===== src/rtl/paddsb_sched.sv =====
// paddsb_sched: shared nibble-serial packed saturating-add engine.
// Two requesters are arbitrated round-robin. The winner's operands are latched
// and a 4-bit signed saturating adder is stepped across the four nibbles,
// LANES nibbles per compute cycle.
// Optional build macro PADDSB_STICKY_OVFL_EN adds ovfl_clr / ovfl_sticky,
// a register that accumulates the per-nibble overflow flags across operations.
//
// state  | meaning
// -------+--------------------------------------------------------------
// S_IDLE | waiting for a request; grants and latches the winner's operands
// S_COMP | computing nibble group r_k (0..C-1); busy is high
module paddsb_sched #(
  parameter int LANES = 1
) (
  input  logic        clk,
  input  logic        rst,
  input  logic [1:0]  req,
  input  logic [15:0] rs0,
  input  logic [15:0] rt0,
  input  logic [15:0] rs1,
  input  logic [15:0] rt1,
`ifdef PADDSB_STICKY_OVFL_EN
  input  logic        ovfl_clr,
  output logic [3:0]  ovfl_sticky,
`endif
  output logic [1:0]  gnt,
  output logic        busy,
  output logic        done,
  output logic        done_id,
  output logic [15:0] rd,
  output logic [3:0]  ovfl
);

  localparam int         C      = 4 / LANES;
  localparam logic [1:0] K_LAST = 2'(C - 1);

  generate
    if (!(LANES == 1 || LANES == 2 || LANES == 4)) begin : g_bad_lanes
      $error("paddsb_sched: LANES must be 1, 2 or 4");
    end
  endgenerate

  typedef enum logic {
    S_IDLE = 1'b0,
    S_COMP = 1'b1
  } state_t;

  state_t      r_state;
  state_t      w_state_nxt;
  logic [1:0]  r_k;
  logic [1:0]  w_k_nxt;
  logic        r_last;
  logic [15:0] r_a;
  logic [15:0] r_b;
  logic        r_id;
  logic [15:0] r_res;
  logic [3:0]  r_ov;
  logic [15:0] w_res_nxt;
  logic [3:0]  w_ov_nxt;
  logic [1:0]  w_gnt;
  logic        w_busy;
  logic        w_fin;
  logic        r_done;
  logic        r_done_id;
  logic [15:0] r_rd;
  logic [3:0]  r_ovfl;

  // Next-state, grant selection and busy/finish decode.
  always_comb begin
    w_state_nxt = r_state;
    w_k_nxt     = r_k;
    w_gnt       = 2'b00;
    w_busy      = 1'b0;
    w_fin       = 1'b0;
    case (r_state)
      S_IDLE: begin
        if (req != 2'b00) begin
          // On contention the requester not granted last wins.
          if (req == 2'b11) w_gnt = r_last ? 2'b01 : 2'b10;
          else              w_gnt = req;
          w_state_nxt = S_COMP;
          w_k_nxt     = 2'd0;
        end
      end
      S_COMP: begin
        w_busy = 1'b1;
        if (r_k == K_LAST) begin
          w_fin       = 1'b1;
          w_state_nxt = S_IDLE;
          w_k_nxt     = 2'd0;
        end else begin
          w_k_nxt = r_k + 2'd1;
        end
      end
      default: begin
        w_state_nxt = S_IDLE;
        w_k_nxt     = 2'd0;
      end
    endcase
  end

  // Saturating add of the nibble group selected by r_k, merged into the result.
  always_comb begin
    int         v_idx;
    logic [3:0] v_a;
    logic [3:0] v_b;
    logic [3:0] v_s;
    w_res_nxt = r_res;
    w_ov_nxt  = r_ov;
    v_idx     = 0;
    v_a       = 4'd0;
    v_b       = 4'd0;
    v_s       = 4'd0;
    for (int l = 0; l < LANES; l++) begin
      v_idx = int'(r_k) * LANES + l;
      v_a   = r_a[v_idx*4 +: 4];
      v_b   = r_b[v_idx*4 +: 4];
      v_s   = v_a + v_b;
      if (!v_a[3] && !v_b[3] && v_s[3]) begin
        w_res_nxt[v_idx*4 +: 4] = 4'b0111;
        w_ov_nxt[v_idx]         = 1'b1;
      end else if (v_a[3] && v_b[3] && !v_s[3]) begin
        w_res_nxt[v_idx*4 +: 4] = 4'b1000;
        w_ov_nxt[v_idx]         = 1'b1;
      end else begin
        w_res_nxt[v_idx*4 +: 4] = v_s;
        w_ov_nxt[v_idx]         = 1'b0;
      end
    end
  end

  // State, operand latch, working result and published outputs.
  always_ff @(posedge clk) begin
    if (rst) begin
      r_state   <= S_IDLE;
      r_k       <= 2'd0;
      r_last    <= 1'b1;
      r_a       <= 16'h0000;
      r_b       <= 16'h0000;
      r_id      <= 1'b0;
      r_res     <= 16'h0000;
      r_ov      <= 4'h0;
      r_done    <= 1'b0;
      r_done_id <= 1'b0;
      r_rd      <= 16'h0000;
      r_ovfl    <= 4'h0;
    end else begin
      r_state <= w_state_nxt;
      r_k     <= w_k_nxt;
      r_done  <= w_fin;
      if (w_gnt != 2'b00) begin
        r_a    <= w_gnt[1] ? rs1 : rs0;
        r_b    <= w_gnt[1] ? rt1 : rt0;
        r_id   <= w_gnt[1];
        r_last <= w_gnt[1];
        r_res  <= 16'h0000;
        r_ov   <= 4'h0;
      end else if (r_state == S_COMP) begin
        r_res <= w_res_nxt;
        r_ov  <= w_ov_nxt;
      end
      // Outputs are published whole, only when the last nibble group lands.
      if (w_fin) begin
        r_rd      <= w_res_nxt;
        r_ovfl    <= w_ov_nxt;
        r_done_id <= r_id;
      end
    end
  end

`ifdef PADDSB_STICKY_OVFL_EN
  logic [3:0] r_sticky;

  // Accumulate overflow flags at each completion; a clear keeps only the new flags.
  always_ff @(posedge clk) begin
    if (rst) begin
      r_sticky <= 4'h0;
    end else if (ovfl_clr) begin
      r_sticky <= w_fin ? w_ov_nxt : 4'h0;
    end else if (w_fin) begin
      r_sticky <= r_sticky | w_ov_nxt;
    end
  end

  assign ovfl_sticky = r_sticky;
`endif

  assign gnt     = rst ? 2'b00 : w_gnt;
  assign busy    = w_busy;
  assign done    = r_done;
  assign done_id = r_done_id;
  assign rd      = r_rd;
  assign ovfl    = r_ovfl;

endmodule


===== config.mk =====
export PLATFORM = sky130hd
export DESIGN_NAME = paddsb_sched
export DESIGN_NICKNAME = d
export VERILOG_FILES = /design/src/rtl/paddsb_sched.sv
export SDC_FILE = /design/constraint.sdc
export NUM_CORES = 1
export LEC_CHECK = 0
export ABC_CLOCK_PERIOD_IN_PS = 2450
export CAP_MARGIN = 20
export CORE_MARGIN = 2
export CORE_UTILIZATION = 44
export CTS_CLUSTER_DIAMETER = 120
export CTS_CLUSTER_SIZE = 40
export DETAILED_ROUTE_END_ITERATION = 12
export HOLD_SLACK_MARGIN = 0.05
export MAX_ROUTING_LAYER = met4
export PLACE_DENSITY = 0.84
export SLEW_MARGIN = 20
export SYNTH_ARGS = -nofsm -noshare
export SYNTH_HDL_FRONTEND = slang
export SYNTH_SLANG_ARGS = --single-unit

===== constraint.sdc =====
create_clock -name clk -period 2.45 [get_ports clk]
set_input_delay 0.735 -clock clk [delete_from_list [all_inputs] [get_ports clk]]
set_output_delay 0.735 -clock clk [all_outputs]
set_load 0.02 [all_outputs]

After elaboration in Yosys (flattened, before gate mapping):

Cells that the tools add are included.

* multiply operators: 0
* $lt $le $gt $ge: 2
* mux-type cells: 25
* div/mod/pow operators: 0
* $add $sub $neg: 3
* shift-type cells: 6
* bitwise logic cells: 4
* reduce and logical (&&, ||, !) cells: 11
* equality and inequality tests: 3

Operators by type and width (count)
* variable part select 4 x 33 -> 16 bit, first input constant: 2
* two-way mux 16 bit: 4
* bitwise mux 16 bit: 3
* negator 4 -> 33 bit: 1
* variable shift 4 x 33 -> 16 bit, first input constant: 1
* variable part select 4 x 33 -> 16 bit: 1
* variable part select 16 x 5 -> 4 bit: 2
* two-way mux 2 bit: 7
* two-way mux 4 bit: 2
* two-way mux 1 bit: 6
* logical AND 1 bit: 5
* adder 4 bit: 1
* bitwise AND 4 bit: 1
* == test 2 bit, second input constant: 2
* inverter 4 bit: 1
* OR 4 bit: 1
* case mux 2 bit (2 select lines): 1
* nonzero test 2 bit: 2
* zero test 1 bit: 3
* < comparator 2 x 3 -> 1 bit, second input constant: 1
* adder 2 x 1 -> 2 bit, second input constant: 1
* demux 1 bit (select 2 bit): 1
* greater-or-equal comparator 2 x 1 -> 1 bit, second input constant: 1
* inequality test 2 bit, second input constant: 1
* 3 further kinds: 3

* bits of input ports: 68
* word-level logic and storage cells: 66
* bits in writable memories: 0
* memory bits (read-only): 0
* output and inout port bits: 25
* latch bits: 0
* flip-flop bits (word level): 79
* memories: 0

Depth between registers and ports, before layout:

* depth in word-level cells: 8
* depth in mapped cells: 10
* gate-level depth less buffers: 8

Least setup slack after synthesis:

No wires, ideal clock.

* path type: register to register
* start: reg r_k[0]
* end: reg r_res[2]
* path buffers: 2
* library setup time: 137 ps
* arrival time: 2577 ps
* setup slack: -264 ps
* clock period less this slack: 2714 ps
* data required time: 2313 ps
* cell stages (with the launch flop): 10
* cells stage by stage: dfxtp_1 -> buf_2 -> mux4_2 -> ha_1 -> a21oi_4 -> and2_4 -> mux2_4 -> buf_6 -> nand4_1 -> a31oi_1

* cells in the longest elaborated chain, start to end: 6
* elaborated cells between the ends (all ways): 20
* those cells by class: add/sub (2); shift (6); mux (5); reduce/logical (7)

Ends and longest elaborated chain
* start: declaration: line 50 `logic [1:0] r_k;`
* start signal: assignment: line 149 `r_k <= w_k_nxt;`
* variable part select 16 x 5 -> 4 bit (on tied branches): line 116, 117
* adder 4 bit: line 118 `v_s = v_a + v_b;`
* variable part select 4 x 33 -> 16 bit or zero test 1 bit (tied branches): line 126, 122
* bitwise mux 16 bit or logical AND 1 bit (tied branches): line 126, 122
* two-way mux 16 bit: line 122 `end else if (v_a[3] && v_b[3] && !v_s[3]) begin`
* two-way mux 16 bit *: line 119 `if (!v_a[3] && !v_b[3] && v_s[3]) begin`
* end signal: assignment: line 159 `r_res <= w_res_nxt;`
* end: declaration: line 56 `logic [15:0] r_res;`

Mark *: on every way between the ends. The rest lies on a longest branch, timed or not.
A chain may end at the register's enable or synchronous reset.

Worst setup path in the final report:

* start: reg r_k[0]
* end: reg r_rd[11] (netlist: rd[11])

* cells in the longest elaborated chain, start to end: 6
* elaborated cells between the ends (all ways): 23
* those cells by class: add/sub (2); eq/ne (1); shift (6); mux (7); reduce/logical (7)

Ends and longest elaborated chain
* variable part select 16 x 5 -> 4 bit (on tied branches): line 116, 117
* adder 4 bit: line 118
* variable part select 4 x 33 -> 16 bit or zero test 1 bit (tied branches): line 126, 122
* bitwise mux 16 bit or logical AND 1 bit (tied branches): line 126, 122
* two-way mux 16 bit: line 122
* two-way mux 16 bit: line 119
* end signal: assignment: line 164 `r_rd <= w_res_nxt;`
* end: declaration: line 65 `logic [15:0] r_rd;`

Several ways; a longest one is shown, not always the timed one.

==> qor.csv <==
stage,metric,value,unit
run_status,status,"complete, but fails checks",
run_status,violations,setup timing,
finish,nets,575,
placement,place_hpwl,6642,um
timing,finalMaxSlewViolations,0,
synthesis,synth-edff-count,0,
setup_path,path_class,flip-flop to flip-flop,
synthesis,syn_inst,390,
global_route,grt_pass1_vias,3357,
synthesis,synthFlopType,dfxtp_1,
synthesis,synth_top_cells_by_count,"dfxtp_1 (74), o21ai_0 (60), nand2_1 (49)",
routing,vias,3386,
setup_path,critPathSlowestCell,mux4_2,
pwr,worst_ir_drop_vdd,0.3130,mV
finish,utilization,63.25,%
setup_path,worstPathCellList,"mux4_2, ha_4, a21oi_4, and2_4, mux2i_4, a31oi_2, o41ai_2",
setup_path,cp_data_required_time,2.72,ns
routing,vias_per_cell,5.578,
clocking,cts_buffer_depth,2,
floorplan,initial_core_util,44.75,%
setup_path,start_kind,flip-flop,
synthesis,synth_top_family_by_area,compound AO/OA/AOI/OAI gates,
routing,wl_per_cell,15.26,um
global_route,grt_pass1_wl,15170,um
pwr,power_density,564.8,mW/mm2
synthesis,synth_nets,468,
routing,wirelength,9263,um
synthesis,synth_area,0.003640,mm2
floorplan,rows,33,
timing,rsz0062_at_grt,yes,
routing,drt-pass1-iter-count,5,
synthesis,synth.yosys.seq_area_share,40.70,%
synthesis,async_flop_share,0,%
timing,setup_viol,3,
placement,routabilityCongestion,0.9151,
setup_path,reg2reg_slack,-0.02,ns
routing,dr.first_iter.drc_count,238,
synthesis,muxShareOfSynthArea,15.06,%
synthesis,synth_most_common_cell,dfxtp_1,
synthesis,synth-seq-cells,74,
timing,max_freq,404.2,MHz
global_route,grt_max_degree,33,
timing,hold_violations,0,
finish,drive_above_1_share,19.92,%
timing,layout_setup_ws,-0.02428,ns
setup_path,endpoint_kind,flip-flop,
timing,skew,0.007845,ns
clocking,cts_tree,yes,
global_route,globalRouteOverflowTotal,0,
synthesis,synthTopCellsByArea,"dfxtp_1 (41%), mux2i_1 (9.1%), o21ai_0 (8.3%)",
synthesis,synthXorXnorAreaFrac,0.4813,%
floorplan,die_y,94.95,um
hold_path,hp-class,flip-flop to flip-flop,
placement,place_ws,-0.6379,ns
setup_path,critPathMaxFanout,8,
synthesis,synthSimpleGateAreaFrac,14.44,%
finish,syn_to_final_growth,41.35,%
run,max-cap-violations,0,
clocking,clk_pin_slew,0.08,ns
global_route,antenna_found_initial,0,
routing,drc_errors,0,
floorplan,coreArea,0.008134,mm2
synthesis,synth-compound-area-share,20.52,%
clocking,cts_buffers,9,
setup_path,max_stage_delay,0.56,ns
floorplan,dieArea,0.009016,mm2
clocking,cts.sinks,74,
timing,slew_headroom,62.19,%
setup_path,worstPathArrival,2.74,ns
floorplan,die_x,94.95,um
timing,finalSetupTns,-0.04679,ns
global_route,grt_use_total,22.47,%
finish,antenna_cells,0,
synthesis,synth_top_area_cell,dfxtp_1,
floorplan,io_pins,93,
timing,fin_crit,2.474,ns
clocking,cts_root_buffer,clkbuf_8,
timing,hold_ws,0.4523,ns
timing,worstMarginPinSlew,0.5612,ns
synthesis,synth_top_cell_area_share,40.70,%
timing,period_share,101.0,%
synthesis,yosys_warnings,0,
routing,ant_nets,0,
pwr,p_leak,0.002073,uW
synthesis,ys_types,50,
synthesis,avgSynthCellArea,9.333,um2
clocking,htreeDepth,3,
synthesis,synth_fa_ha_area_share,3.644,%
clocking,clock_latency,0.36,ns
placement,io_buffers,92,
[critical path: cells and delay by family (launching register included)]
kind,cells,cell delay [ns]
flops,1,0.42
fa+ha+maj,1,0.28
simple gates,1,0.20
mux,2,0.97
compound gates,3,0.51
[through the flow]
| stage | cell area [um2] | power (uW) | cells |
|---|---|---|---|
| after global routing | 5145 | 3004 | 607 |
| after CTS | 5059 | 2868 | 604 |
| after floorplan | 3665 | 1634 | 390 |
| after global placement | 4755 | 1842 | 581 |
| after detailed placement | 4755 | 1862 | 581 |
| final | 5145 | 2906 | 607 |
[cells by family after synthesis]
family	after synthesis
AND/OR/NAND/NOR	107
adder cells (fa/ha/maj)	10
AO/OA/AOI/OAI	116
buffers and inverters	38
flip-flops	74
multiplexers	43
XOR/XNOR	2
[area by class of cell]
class / instances / area, um2
Fill cell: 648 / 2989
Multi-Input combinational cell: 278 / 2102
Clock buffer: 12 / 155.1
Clock inverter: 4 / 50.05
Sequential cell: 74 / 1485
Tap cell: 105 / 131.4
Timing Repair Buffer: 124 / 1184
Inverter: 10 / 37.54
[layout by cell type, fill, tap and decap left out, types with 8 or more instances in the layout]
cell type,synthesis,final
nor2_1,15,13
buf_4,0,29
a21oi_1,9,9
mux2i_1,33,33
a31oi_1,18,16
clkdlybuf4s50_1,0,88
dfxtp_1,74,73
nand2_1,49,48
inv_1,9,8
o21ai_0,60,57
mux4_2,8,8
clkbuf_8,2,11
[power by group]
part / internal [uW] / total [uW] / switching [uW] / leakage [uW]
clock network: 524 / 990 / 465 / 0.0000986
registers: 1260 / 1290 / 32.0 / 0.000604
logic: 323 / 626 / 303 / 0.00137
[worst paths after layout]
check | end | depth (start not counted) | startpoint
worst min-delay path | r_a[10] | 2 | r_a[10]
worst max register to register | rd[11] | 7 | r_k[0]
worst min register to register | r_a[10] | 2 | r_a[10]
worst max-delay path | rd[11] | 7 | r_k[0]
[state kept, by name, indices dropped and copies added (netlist names), 2 cells and up]
signal  cells
r_b        16
ovfl        4
r_k         2
rd         16
r_ov        3
r_a        16
r_res      12
[layer usage]
metal  wire, um  GRT usage (%)
met5          0              -
met4        240          11.11
met3        683          4.310
met2       4624          38.36
met1       3715          25.10
[repair_timing]
item / in CTS / in global routing
hold buffers: 0 / 0
setup buffers: 7 / 3
resized for setup: 28 / 11
setup endpoints to repair: 22 / 31
pin swaps: 10 / 6
No activity file was read; power rests on OpenSTA's default activity.
